## src/rtl/channel_readout_sequencer_pkg.sv

```systemverilog
// -----------------------------------------------------------------------------
// channel_readout_sequencer_pkg
// Shared definitions for the channel readout path: sequencer state encoding and
// the default data width / channel count / select width, which the per-channel
// output mux uses as well so both sides agree on the geometry.
// -----------------------------------------------------------------------------
package channel_readout_sequencer_pkg;

  localparam int DEFAULT_DW        = 16;
  localparam int DEFAULT_INPUTS    = 32;
  localparam int DEFAULT_SEL_WIDTH = 5;

  typedef enum logic [1:0] {
    IDLE  = 2'd0,
    RUN   = 2'd1,
    DRAIN = 2'd2
  } state_t;

endpackage

```

## src/rtl/channel_readout_sequencer_if.sv

```systemverilog
// -----------------------------------------------------------------------------
// channel_readout_sequencer_if
// Valid/ready beat stream leaving the sequencer.
//   m_data  : DW-bit channel word
//   m_chan  : channel index of m_data
//   m_last  : beat of the final channel of the set
//   m_valid : beat valid (producer -> consumer)
//   m_ready : beat accepted (consumer -> producer)
// master = sequencer side, slave = serializer/FIFO side.
// -----------------------------------------------------------------------------
interface channel_readout_sequencer_if
  import channel_readout_sequencer_pkg::*;
#(
  parameter int DW        = DEFAULT_DW,
  parameter int Sel_Width = DEFAULT_SEL_WIDTH
);

  logic [DW-1:0]        m_data;
  logic [Sel_Width-1:0] m_chan;
  logic                 m_last;
  logic                 m_valid;
  logic                 m_ready;

  modport master (output m_data, m_chan, m_last, m_valid, input m_ready);
  modport slave  (input m_data, m_chan, m_last, m_valid, output m_ready);

endinterface

```

## src/rtl/channel_readout_sequencer.sv

```systemverilog
// -----------------------------------------------------------------------------
// channel_readout_sequencer
// Walks the select of the per-channel output mux over channels 0..N-1, registers
// each selected word and streams it out with its channel index and a last flag.
//
// Ports:
//   clk          : system clock, rising edge
//   rst_n        : asynchronous active-low reset
//   start        : one-cycle readout request, honoured only in IDLE
//   num_channels : channel count N, latched (and clamped to Inputs) on start
//   mux_data     : mux output for the current sel
//   sel          : registered select to the mux
//   busy         : high while a readout is in progress (RUN or DRAIN)
//   done         : one-cycle pulse after the final beat is accepted
//   m            : outgoing beat stream (master modport)
// -----------------------------------------------------------------------------
module channel_readout_sequencer
  import channel_readout_sequencer_pkg::*;
#(
  parameter int DW        = DEFAULT_DW,
  parameter int Inputs    = DEFAULT_INPUTS,
  parameter int Sel_Width = DEFAULT_SEL_WIDTH
) (
  input  logic                 clk,
  input  logic                 rst_n,
  input  logic                 start,
  input  logic [Sel_Width:0]   num_channels,
  input  logic [DW-1:0]        mux_data,
  output logic [Sel_Width-1:0] sel,
  output logic                 busy,
  output logic                 done,
  channel_readout_sequencer_if.master m
);

  localparam logic [Sel_Width:0]   MAX_COUNT = (Sel_Width+1)'(Inputs);
  localparam logic [Sel_Width:0]   CNT_ONE   = (Sel_Width+1)'(1);
  localparam logic [Sel_Width-1:0] SEL_ONE   = Sel_Width'(1);

  state_t               state_reg;
  logic [Sel_Width:0]   count_reg;
  logic [Sel_Width-1:0] sel_reg;
  logic [DW-1:0]        m_data_reg;
  logic [Sel_Width-1:0] m_chan_reg;
  logic                 m_last_reg;
  logic                 m_valid_reg;
  logic                 done_reg;

  logic [Sel_Width-1:0] last_sel;
  logic                 capture;

  // count is never 0 outside IDLE, so count-1 always fits the select width.
  assign last_sel = Sel_Width'(count_reg - CNT_ONE);
  // Output register is free when empty or being drained this cycle.
  assign capture  = !m_valid_reg || m.m_ready;

  always_ff @(posedge clk or negedge rst_n) begin
    if (!rst_n) begin
      state_reg   <= IDLE;
      count_reg   <= '0;
      sel_reg     <= '0;
      m_data_reg  <= '0;
      m_chan_reg  <= '0;
      m_last_reg  <= 1'b0;
      m_valid_reg <= 1'b0;
      done_reg    <= 1'b0;
    end else begin
      done_reg <= 1'b0;
      case (state_reg)
        IDLE: begin
          if (start) begin
            if (num_channels == '0) begin
              // Empty set: acknowledge immediately without issuing beats.
              done_reg <= 1'b1;
            end else begin
              state_reg <= RUN;
              sel_reg   <= '0;
              count_reg <= (num_channels > MAX_COUNT) ? MAX_COUNT : num_channels;
            end
          end
        end
        RUN: begin
          if (capture) begin
            m_data_reg  <= mux_data;
            m_chan_reg  <= sel_reg;
            m_last_reg  <= (sel_reg == last_sel);
            m_valid_reg <= 1'b1;
            if (sel_reg == last_sel) begin
              state_reg <= DRAIN;
            end else begin
              sel_reg <= sel_reg + SEL_ONE;
            end
          end
        end
        DRAIN: begin
          // Only the final beat can be held here; wait for it to leave.
          if (m_valid_reg && m.m_ready && m_last_reg) begin
            m_valid_reg <= 1'b0;
            m_last_reg  <= 1'b0;
            sel_reg     <= '0;
            state_reg   <= IDLE;
            done_reg    <= 1'b1;
          end
        end
        default: state_reg <= IDLE;
      endcase
    end
  end

  assign sel       = sel_reg;
  assign busy      = (state_reg != IDLE);
  assign done      = done_reg;
  assign m.m_data  = m_data_reg;
  assign m.m_chan  = m_chan_reg;
  assign m.m_last  = m_last_reg;
  assign m.m_valid = m_valid_reg;

endmodule

```

## src/flat_wrapper.sv

```systemverilog
// flat-port wrapper written by rule: the top's interface ports become plain ports
module channel_readout_sequencer_flat import channel_readout_sequencer_pkg::*;
#(
  parameter int DW        = DEFAULT_DW,
  parameter int Inputs    = DEFAULT_INPUTS,
  parameter int Sel_Width = DEFAULT_SEL_WIDTH
)
  (clk, rst_n, start, num_channels, mux_data, sel, busy, done, m_m_data, m_m_chan, m_m_last, m_m_valid, m_m_ready);
  channel_readout_sequencer_if #(.DW(DW), .Sel_Width(Sel_Width)) m_i ();
  input  logic clk;
  input  logic rst_n;
  input  logic start;
  input  logic [Sel_Width:0] num_channels;
  input  logic [DW-1:0] mux_data;
  output logic [Sel_Width-1:0] sel;
  output logic busy;
  output logic done;
  output wire logic [$bits(m_i.m_data)-1:0] m_m_data;
  output wire logic [$bits(m_i.m_chan)-1:0] m_m_chan;
  output wire logic [$bits(m_i.m_last)-1:0] m_m_last;
  output wire logic [$bits(m_i.m_valid)-1:0] m_m_valid;
  input wire logic [$bits(m_i.m_ready)-1:0] m_m_ready;
  assign m_m_data = m_i.m_data;
  assign m_m_chan = m_i.m_chan;
  assign m_m_last = m_i.m_last;
  assign m_m_valid = m_i.m_valid;
  assign m_i.m_ready = m_m_ready;
  channel_readout_sequencer #(.DW(DW), .Inputs(Inputs), .Sel_Width(Sel_Width)) u_core (.clk(clk), .rst_n(rst_n), .start(start), .num_channels(num_channels), .mux_data(mux_data), .sel(sel), .busy(busy), .done(done), .m(m_i));
endmodule
```

## config.mk

```make
export PLATFORM = sky130hd
export DESIGN_NAME = channel_readout_sequencer_flat
export DESIGN_NICKNAME = d
export VERILOG_FILES = /design/src/rtl/channel_readout_sequencer_pkg.sv /design/src/rtl/channel_readout_sequencer_if.sv /design/src/rtl/channel_readout_sequencer.sv /design/src/flat_wrapper.sv
export SDC_FILE = /design/constraint.sdc
export NUM_CORES = 1
export LEC_CHECK = 0
export ABC_CLOCK_PERIOD_IN_PS = 3400
export CAP_MARGIN = 20
export CORE_MARGIN = 2
export CORE_UTILIZATION = 25
export DETAILED_ROUTE_END_ITERATION = 8
export GPL_TIMING_DRIVEN = 0
export SYNTH_ARGS = -nofsm -noshare
export SYNTH_HDL_FRONTEND = slang
export SYNTH_SLANG_ARGS = --single-unit
```

## constraint.sdc

```tcl
create_clock -name clk -period 3.4 [get_ports clk]
set_input_delay 0.51 -clock clk [delete_from_list [all_inputs] [get_ports clk]]
set_output_delay 0.51 -clock clk [all_outputs]
set_load 0.01 [all_outputs]
```

==> results <==
- The number of hold violations in the final report is 0.
- In this run the critical register-to-register path is captured at u_core.sel[0]$_DFFE_PN0P_.
- Data on the critical path is required at its endpoint by 3580 ps.
- The startpoint identified for the worst register-to-register timing path is u_core.state_reg[0]$_DFFE_PN0P_.
- The clock tree synthesis step divided the H-tree into 2 levels.
- Per report_power, the clock group accounts for 14.1% of the total.
- The detailed-router iteration count before antenna repair is 3.
- The setup TNS is 0 ps.
- The critical path in this run is classified as reg2reg.
- The proportion of layout cells with a drive suffix above 1 is 19.3%.
- The worst setup path is launched from a register.
- In this run the register-to-register setup slack is 1250 ps.
- Of all nets on the critical path, the largest fanout is 7.
- The number of global-route vias before repair is 1379.
- Detailed routing inserted a total of 1323 vias.
- The worst slew margin relative to its limit is 43.7%.
- The number of warnings printed during yosys synthesis is 0.
- The synthesized netlist net count is 180.
- The post-layout minimum cycle time is 2150 ps.
- After clock tree synthesis, the repair step resized 0 gates.
- At the placement stage, the worst setup path has a slack of 986 ps.
- The largest area contributor in the netlist is dfrtp_1.
- For this run, the leading register cell type out of synthesis is dfrtp_1.
- The routed design has 3750 um of wire.
- The last weighted congestion value of the routability-driven placer is 0.698.
- The initial standard-cell utilization of the core is 25.9%.
- Across the routed clock network, the largest skew measured is 8.07 ps.
- Total power for the finished layout comes to 2.25 mW.
- Buffers placed on the I/O ports in this run total 55.
- The worst-case IR drop observed on VDD is 290 uV.
- The data arrival time of the worst path is 2330 ps.
- The clock tree root driver cell is clkbuf_8.
- After synthesis, the netlist uses 40 different library cells.
- In the layout the commonest cells are clkdlybuf4s50_1, dfrtp_1, mux2_2, nand2_1, o21ai_0.
- The first global-routing pass estimated 6420 um of wire.
- The antenna diode count is 0.
- Clock-pin slew was measured on the worst setup and hold paths at 70 ps.
- The number of sinks driven by the clock tree is 36.
- The synthesized design contains 0 enable-type register cells.
- In the routed layout, each cell is associated on average with a via count of 4.30.
- Summing all multi-input logic gate instances after layout gives 802 um^2.
- The number of antenna violations at the first check in global routing came to 0.
- The cell row count is 30.
- Synthesis produced 149 cells.
- The total setup buffers inserted after CTS is 0.
- The element type at the critical path end is a register.
- The count of max-cap constraint violations is 0.
- The cell area after technology mapping is 0.00176 mm^2.
- The die boundary width is 87.9 um.
- Setup repair after global routing left no endpoint under its margin.
- Entering global routing, the biggest net connects 37 pins.
- The period utilization is 63.3%.
- The maximum frequency from static timing analysis is 0.464 GHz.
- The max-slew violation count is 0.
- After clock tree synthesis, the flow added hold-fix buffers numbering 0.
- The power share of the sequential group is 34.2%.
- The share of the synthesized area in the top cell type is 51.2%.
- The number of cells on the worst reg-to-reg path is 7.
- The clock tree from TritonCTS is yes.
- From synthesis to final layout, the design area changed by 43.2%.
- The post-layout net count is 242.
- For this design the total switching power over the nets is 0.799 mW.
- The floorplan step defined a core boundary enclosing 0.00679 mm^2.
- The register area share after synthesis is 51.2%.
- In this run switching power makes up 35.5% of total power.
- The total routing usage reported by global routing is 10.9%.
- The minimum hold slack is 326 ps.
- The area taken by flip-flops and latches is 901 um^2.
- The total internal power is 1.45 mW.
- The count of nets left with antenna violations once routing finished came out at 0.
- The clock reaches the later pin of the worst-skew pair after 290 ps.
- In this run the count of I/O pins placed on the die edge is 56.
- The area of the die is 0.00772 mm^2.
- The analysis attributes to cell leakage a power of 1.05 nW.
- The filler cells instantiated in the layout total 688.
- The deepest clock path buffer count is 2.
- The register with the most flip-flops in the layout has 16 of them.
- The detailed router's first-iteration violation count is 84.
- Leaving out fill and tap cells, the most frequent cell in the layout is clkdlybuf4s50_1.
- Measured along the y axis, the die boundary spans 87.9 um.
- The proportion of synthesized flip-flops having asynchronous set or reset is 100%.
- After detailed routing, the number of remaining DRC violations is 0.
- Dividing the synthesized area by the synthesized cell count gives 11.8 um^2.
- The synthesis-stage register bit count is 36.
- By area the synthesized netlist is led by dfrtp_1, mux2_2, nand2_1, ha_1, o21ai_0.
- After legalization and detailed placement, the total HPWL measured 2750 um.
- In the final routed layout, each cell accounts on average for 12.2 um.
- The logic gate share of total power is 51.7%.
- The transition at the pin with the smallest max-transition slack is 844 ps.
- The path class of the lowest-slack min-delay path is in2async.
- Setup violations remaining at the end of the flow were counted as 0.
- The TritonCTS buffer count is 5.
- The flow ran to the end, and the final reports show no timing, DRC or antenna violations.
- For this design the ratio of total power to cell area is 893 mW/mm^2.
- The slack of the critical path is 1250 ps.
- For this run the aggregate overflow at the end of global routing stands at 0.
## kinds of logic after synthesis
group	share of synthesized area [%]
xor+xnor	3.84
flops	51.2
buf+inv	3.20
compound gates	12.3
simple gates	11.9
mux	14.0
fa+ha+maj	3.56
## power groups by stage
stage	Clock (mW)	Sequential [mW]	Combinational, mW
after floorplan	0	0.833	0.616
after global placement	0	0.776	1.17
after detailed placement	0	0.784	1.18
after CTS	0.338	0.778	1.19
after global routing	0.359	0.808	1.28
final	0.317	0.770	1.16
## through the flow
| stage | instances | instance area (um^2) | util [%] |
|---|---|---|---|
| 2_1_floorplan | 149 | 1760 | - |
| 3_3_place_gp | 300 | 2430 | 35.8 |
| 3_5_place_dp | 300 | 2420 | 35.7 |
| 4_1_cts | 308 | 2520 | 37.1 |
| 5_1_grt | 308 | 2520 | 37.1 |
| 6_report | 308 | 2520 | 37.1 |
## worst max-delay path by stage
stage                                    start                              to  cells after the start  slack, ps
6_report       u_core.state_reg[0]$_DFFE_PN0P_       u_core.sel[0]$_DFFE_PN0P_                      7       1250
2_1_floorplan  u_core.state_reg[0]$_DFFE_PN0P_       u_core.sel[0]$_DFFE_PN0P_                      7       1550
4_1_cts        u_core.state_reg[0]$_DFFE_PN0P_       u_core.sel[0]$_DFFE_PN0P_                      7       1190
3_5_place_dp                         m_m_ready       u_core.sel[0]$_DFFE_PN0P_                      5        990
5_1_grt        u_core.state_reg[0]$_DFFE_PN0P_       u_core.sel[0]$_DFFE_PN0P_                      7        990
3_3_place_gp                             rst_n  u_core.m.m_data[8]$_DFFE_PN0P_                      1        880
## worst max-delay path, cell delays in order (launching register included)
cell	delay, ps
dfrtp_1	360
inv_1	70
ha_1	260
a21oi_1	140
a2bb2oi_1	240
a21boi_1	460
o21ai_0	210
mux2_2	300
## cell type report
class	instances	area share, %
plain buffers	5	1.04
clock buffers	7	3.43
clock inverters	1	0.298
inverters	8	1.19
multi-input cells	100	31.8
flip-flops and latches	36	35.8
well taps	96	4.77
repair buffers	55	21.7
## per-layer routing
layer	vias up	GRT usage [%]	part of all wire, %
li1	646	-	-
met1	642	13.2	44
met2	29	17.6	49
met3	6	4.24	6.1
met4	0	4.20	1.7
met5	-	0	0
## Yosys cell counts (3+ instances only)
cell type  instances
dfrtp_1           36
nand2b_1           7
mux2_2            21
nand2_1           17
a21oi_1            3
inv_1              8
o21ai_0           11
ha_1               5
buf_2              3
Note: power is estimated with default switching activity, not from simulation.
